==> config.mk <==
export PLATFORM = sky130hd
export DESIGN_NAME = stopwatch_timebase
export DESIGN_NICKNAME = d
export VERILOG_FILES = /design/src/rtl/stopwatch_pkg.sv /design/src/rtl/stopwatch_timebase_rise_detect.sv /design/src/rtl/stopwatch_timebase.sv
export SDC_FILE = /design/constraint.sdc
export NUM_CORES = 1
export LEC_CHECK = 0
export ABC_AREA = 1
export ABC_CLOCK_PERIOD_IN_PS = 2100
export CORE_MARGIN = 2
export CORE_UTILIZATION = 55
export DETAILED_ROUTE_END_ITERATION = 6
export GPL_TIMING_DRIVEN = 0
export PLACE_DENSITY = 0.89
export SYNTH_ARGS = -nofsm -noshare
export SYNTH_HDL_FRONTEND = slang
export SYNTH_SLANG_ARGS = --single-unit
==> constraint.sdc <==
create_clock -name clk -period 2.1 [get_ports clk]
set_input_delay 0.525 -clock clk [delete_from_list [all_inputs] [get_ports clk]]
set_output_delay 0.525 -clock clk [all_outputs]
set_load 0.01 [all_outputs]
==> src/rtl/stopwatch_pkg.sv <==
// Shared types and constants for the stopwatch time base: FSM state encoding,
// the mm:ss.cc time record and its carry-chain increment.
package stopwatch_pkg;

    localparam int TIME_W  = 7;
    localparam int SMS_MAX = 99;
    localparam int SEC_MAX = 59;

    typedef enum logic [1:0] {
        IDLE  = 2'd0,
        RUN   = 2'd1,
        PAUSE = 2'd2
    } sw_state_t;

    typedef struct packed {
        logic [TIME_W-1:0] m;
        logic [TIME_W-1:0] s;
        logic [TIME_W-1:0] sms;
    } sw_time_t;

    // One centisecond step with carries into seconds and minutes; the minute
    // limit is handled by the caller.
    function automatic sw_time_t time_inc(input sw_time_t t);
        sw_time_t r;
        r = t;
        if (t.sms == TIME_W'(SMS_MAX)) begin
            r.sms = '0;
            if (t.s == TIME_W'(SEC_MAX)) begin
                r.s = '0;
                r.m = t.m + 1'b1;
            end else begin
                r.s = t.s + 1'b1;
            end
        end else begin
            r.sms = t.sms + 1'b1;
        end
        return r;
    endfunction

endpackage

==> src/rtl/stopwatch_timebase_rise_detect.sv <==
// Single-bit rising-edge detector: registers the previous level and flags a
// 0->1 transition for exactly one cycle.
module rise_detect (
    input  logic clk,
    input  logic reset,
    input  logic level,
    output logic rise
);

    logic prev;

    // NOTE: sequential state uses non-blocking assignment so every reader sees
    // the value from the previous edge, independent of process ordering.
    always_ff @(posedge clk) begin
        if (reset) begin
            prev <= 1'b0;
        end else begin
            prev <= level;
        end
    end

    assign rise = level & ~prev;

endmodule

==> src/rtl/stopwatch_timebase.sv <==
// Stopwatch time base: button edges drive an IDLE/RUN/PAUSE FSM, a prescaler
// generates centisecond ticks and a mm:ss.cc counter feeds the lap store.
// Optional build macro STOPWATCH_WRAP_EN: wrap to 00:00.00 at the limit
// instead of saturating.
module stopwatch_timebase
    import stopwatch_pkg::*;
#(
    parameter int CLK_FREQ_HZ = 50_000_000,
    parameter int TICK_HZ     = 100,
    parameter int MAX_MIN     = 99
) (
    input  logic              clk,
    input  logic              reset,
    input  logic              btn_ss,
    input  logic              btn_lap,
    input  logic              btn_clr,
    output logic [TIME_W-1:0] m,
    output logic [TIME_W-1:0] s,
    output logic [TIME_W-1:0] sms,
    output logic              running,
    output logic              lap_stb,
    output logic              clr_stb,
    output logic              overflow
);

    localparam int TICK_DIV = CLK_FREQ_HZ / TICK_HZ;
    localparam int PRE_W    = (TICK_DIV > 2) ? $clog2(TICK_DIV) : 1;
    localparam logic [PRE_W-1:0] PRE_LAST = PRE_W'(TICK_DIV - 1);

    localparam sw_time_t LIMIT_TIME = '{
        m:   TIME_W'(MAX_MIN),
        s:   TIME_W'(SEC_MAX),
        sms: TIME_W'(SMS_MAX)
    };

    if (TICK_DIV < 2) begin : g_bad_tick_div
        $error("stopwatch_timebase: CLK_FREQ_HZ/TICK_HZ must be at least 2");
    end
    if (MAX_MIN < 0 || MAX_MIN > 127) begin : g_bad_max_min
        $error("stopwatch_timebase: MAX_MIN must be in 0..127");
    end

    sw_state_t        state;
    sw_state_t        state_nxt;
    logic [PRE_W-1:0] pre;
    sw_time_t         cnt;
    logic             pending;
    logic             ovf_q;
    logic             lap_q;
    logic             clr_q;

    logic ss_rise;
    logic lap_rise;
    logic clr_rise;
    logic lap_fire;
    logic clr_fire;
    logic tick;
    logic do_step;
    logic at_limit;

    rise_detect u_rise_ss (
        .clk   (clk),
        .reset (reset),
        .level (btn_ss),
        .rise  (ss_rise)
    );

    rise_detect u_rise_lap (
        .clk   (clk),
        .reset (reset),
        .level (btn_lap),
        .rise  (lap_rise)
    );

    rise_detect u_rise_clr (
        .clk   (clk),
        .reset (reset),
        .level (btn_clr),
        .rise  (clr_rise)
    );

    always_ff @(posedge clk) begin
        if (reset) begin
            state <= IDLE;
        end else begin
            state <= state_nxt;
        end
    end

    // NOTE: every combinational output gets a default before the case so no
    // path leaves it unassigned, which would otherwise infer a latch.
    always_comb begin
        state_nxt = state;
        lap_fire  = 1'b0;
        clr_fire  = 1'b0;
        case (state)
            IDLE: begin
                if (ss_rise) begin
                    state_nxt = RUN;
                end
            end
            RUN: begin
                lap_fire = lap_rise;
                if (ss_rise) begin
                    state_nxt = PAUSE;
                end
            end
            PAUSE: begin
                // Clear beats a simultaneous start so no run begins from PAUSE.
                if (clr_rise) begin
                    state_nxt = IDLE;
                    clr_fire  = 1'b1;
                end else if (ss_rise) begin
                    state_nxt = RUN;
                end
            end
            default: begin
                state_nxt = IDLE;
            end
        endcase
    end

    assign tick = (state == RUN) && (pre == PRE_LAST);

    // Prescaler phase survives PAUSE; a fresh run from IDLE starts at zero.
    always_ff @(posedge clk) begin
        if (reset || state == IDLE) begin
            pre <= '0;
        end else if (state == RUN) begin
            pre <= tick ? '0 : pre + 1'b1;
        end
    end

    // The counter is frozen on the edge that raises lap_stb, so the lap store
    // sees a stable time; a tick landing there is replayed on the next edge.
    assign do_step  = !lap_fire && (tick || pending);
    assign at_limit = (cnt == LIMIT_TIME);

    always_ff @(posedge clk) begin
        if (reset || clr_fire) begin
            pending <= 1'b0;
        end else if (lap_fire) begin
            pending <= pending | tick;
        end else begin
            pending <= 1'b0;
        end
    end

    always_ff @(posedge clk) begin
        if (reset || clr_fire) begin
            cnt   <= '0;
            ovf_q <= 1'b0;
        end else begin
`ifdef STOPWATCH_WRAP_EN
            ovf_q <= 1'b0;
            if (do_step) begin
                if (at_limit) begin
                    cnt   <= '0;
                    ovf_q <= 1'b1;
                end else begin
                    cnt <= time_inc(cnt);
                end
            end
`else
            if (do_step) begin
                if (at_limit) begin
                    ovf_q <= 1'b1;
                end else begin
                    cnt <= time_inc(cnt);
                end
            end
`endif
        end
    end

    always_ff @(posedge clk) begin
        if (reset) begin
            lap_q <= 1'b0;
            clr_q <= 1'b0;
        end else begin
            lap_q <= lap_fire;
            clr_q <= clr_fire;
        end
    end

    assign m        = cnt.m;
    assign s        = cnt.s;
    assign sms      = cnt.sms;
    assign running  = (state == RUN);
    assign lap_stb  = lap_q;
    assign clr_stb  = clr_q;
    assign overflow = ovf_q;

endmodule

==> metrics.md <==
| Metric | Value |
|---|---|
| Outcome | completed |
| WP data required | 1570 ps |
| Pleak | 1.19 nW |
| Share of cells above drive strength 1 | 8.62% |
| DR WL/cell | 11.5 microns |
| XOR/XNOR Fraction of Synth Area | 2.06% |
| P_int | 1.20 mW |
| DP Area | 0.00290 sq mm |
| Syn avg cell area | 6.94 sq um |
| Max-cap violations | 0 |
| Via count | 2384 |
| Critical path arrival | 1440 ps |
| R2R Path Start | sms[0] |
| Ys flop type | dfxtp_1 |
| DR DRC count | 0 |
| First-pass GRT wire length | 8810 microns |
| # diodes | 0 |
| Max Clk Rate | 509 MHz |
| Placer Congestion | 0.839 |
| Hold_sp | pre[15] |
| Sw frac | 24.1% |
| CP max stage cell | clkdlybuf4s50_1 |
| All-Layer GR Usage | 21.1% |
| Final count of pins violating max slew | 0 |
| Hold Path Depth | 2 |
| Core ar. | 0.00441 sq mm |
| Grt total ovfl | 0 |
| Adder-cell share of the synthesized area | 1.96% |
| Root Driver | clkbuf_8 |
| Synth area leaders | dfxtp_1 (38%), nor2_1 (11%), nand2_1 (9.8%) |
| Power share of the combinational group | 5.5% |
| Post-synth EDFFs | 0 |
| Maximum vdd drop | 0.460 mV |
| Min-delay worst type | reg2reg |
| Area of the multi-input gates | 0.00131 sq mm |
| Cells after DPL | 448 |
| R2r setup slk | 180 ps |
| Yosys top cell area share | 38.4% |
| Port bufs | 28 |
| Initial core utilization | 57.9% |
| Slew @ Worst Pin | 403 ps |
| Main combinational cell family by area after synthesis | simple AND/OR/NAND/NOR gates |
| Yosys warnings | 0 |
| Synth Instances | 368 |
| Area leader, netlist | dfxtp_1 |
| Initial antenna violation count | 0 |
| Synth Area in Simple Gates | 36.6% |
| Final core utilization | 68.2% |
| Die height | 72.1 microns |
| Dpl ws | -210 ps |
| Clk_lat worst skew | 310 ps |
| Final hold violations | 0 |
| Clock power share | 34.9% |
| Multiplexer area fraction after synthesis | 0% |
| Fin area | 0.00301 sq mm |
| Worst-path clk slew | 100 ps |
| Clock Path Buffers | 2 |
| Compound-Gate Fraction of Synth Area | 10.5% |
| Final Non-Filler Cells | 458 |
| Hold endpoint | pre[15] |
| Setup ws final | 134 ps |
| RSZ-0062 raised after global routing | no |
| Dpl hpwl | 3900 microns |
| Critical path endpoint category | primary output |
| Cell Rows | 24 |
| Most common cell after layout, fill and taps aside | nor2_1 |
| Min Tclk post-route | 1970 ps |
| Most frequent cells in the layout | nor2_1 (77), nand2_1 (67), inv_1 (56), dfxtp_1 (49), clkdlybuf4s50_1 (28) |
| IO Pins | 30 |
| Routed wire length | 5280 microns |
| Vias in the first global route | 2145 |
| Synth unique cells | 36 |
| Synth Net Count | 377 |
| First-pass detailed-route iteration total | 5 |
| CP cell instances | inv_2 > nor2_8 > clkdlybuf4s50_1 |
| Total CTS buffers | 5 |
| Max Fanout on Critical Path | 4 |
| Flop pwr share | 59.6% |
| Pin count of the biggest net entering global routing | 16 |
| First-iteration detailed-routing DRC count | 175 |
| NumNets Final | 415 |
| Hold_buf cts | 0 |
| Setup TNS | 0 ps |
| Sequential area share after synthesis | 38.4% |
| Final setup skew | 11.4 ps |
| Die W | 72.1 microns |
| Final period util | 93.6% |
| Syn Std Cell Area | 0.00255 sq mm |
| CP max stage delay | 530 ps |
| # H-tree levels | 2 |
| Area Overhead vs Synth | 17.8% |
| Die area | 0.00520 sq mm |
| Total power | 1.58 mW |
| TritonCTS clock tree | built |
| Clock sink count | 49 |
| Worst R2R Path Depth | 9 |
| Fill count | 363 |
| Post-synth ARST share | 0% |
| Reg area | 981 sq um |
| Final Setup Violations | 0 |
| Relative max-transition margin | 72.9% |
| Flip-flop and latch count after synthesis | 49 |
| P_sw | 0.380 mW |
| Remaining antenna violation count | 0 |
| Worst setup SP type | flop |
| Vias per cell | 5.21 |
| Hold slack | 490 ps |
| Worst R2R End | s[3] |
| Power per standard cell area | 525 mW/mm^2 |
| Critical path type | reg2out |
worst max path at each step:
stage / end / slack (ps) / cells after the start / start
after floorplan: s[3] / 420 / 9 / sms[0]
after global placement: s[5] / -150 / 9 / btn_clr
after detailed placement: s[6] / -210 / 9 / btn_clr
after CTS: s[6] / 130 / 9 / btn_clr
after global routing: sms[6] / 40 / 8 / sms[0]
final: running / 130 / 3 / state[0]
state kept, by name, summed over array words and instances, names as in the netlist:
name / cells
pre: 19
m: 7
s: 7
sms: 7
state: 2
clr_stb: 1
lap_stb: 1
overflow: 1
pending: 1
u_rise_clr.prev: 1
u_rise_lap.prev: 1
u_rise_ss.prev: 1
per-layer routing:
| metal | vias to the layer above | track usage [%] | share of wire, % |
|---|---|---|---|
| met5 | - | 0 | 0 |
| met4 | 0 | 8.60 | 1.6 |
| met3 | 9 | 3.33 | 4.3 |
| met2 | 56 | 36.0 | 48 |
| met1 | 1085 | 26.6 | 46 |
| li1 | 1234 | - | - |
power by group through the flow:
stage | logic (mW) | clock network [mW] | registers (mW)
after global routing | 0.0967 | 0.594 | 0.943
after detailed placement | 0.0833 | 0 | 0.964
after CTS | 0.0866 | 0.557 | 0.942
after floorplan | 0.0585 | 0 | 0.963
final | 0.0866 | 0.551 | 0.942
after global placement | 0.0810 | 0 | 0.963
final cells by class:
class	count	area share, %
multi-input cells	256	43.5
flip-flops and latches	49	32.6
repair buffers	31	10.1
inverters	59	7.53
clock buffers	5	2.29
well taps	52	2.16
plain buffers	4	1.33
clock inverters	2	0.541
Yosys cell counts, types with 2 or more instances:
cell and n:
xor2_1 4, nand4_1 6, nand3_1 19, or2_0 3, nor2_2 2, ha_1 4, a21boi_0 2, inv_2 2
buf_6 2, nor3_1 5, o21ai_0 13, xnor2_1 2, nor4_1 2, nor3b_1 3, nor2_4 3, o21bai_2 2
nor2_1 78, nand3_2 4, inv_1 56, a21oi_1 19, nand2_1 67, a211oi_1 2, o21a_1 2, dfxtp_1 49
nor2_8 2, o21ai_1 5
worst max-delay path, delay by kind of cell, from the launching register on:
kind	cells	cell delay (ps)
buffers and inverters	2	630
flip-flops	1	400
AND/OR/NAND/NOR	1	110
logic make-up (layout without fill, tap and decap cells):
logic type,count (synthesis),count (layout)
compound gates,47,47
xor+xnor,6,6
flops,49,49
buf+inv,63,101
fa+ha+maj,4,4
simple gates,199,199
repair_timing:
| item | CTS | global route |
|---|---|---|
| endpoints found under the setup margin | 1 | 8 |
| setup buffers | 1 | 2 |
| resized for setup | 0 | 1 |
| pin swaps | 1 | 1 |
(Power assumes the default switching activity.)
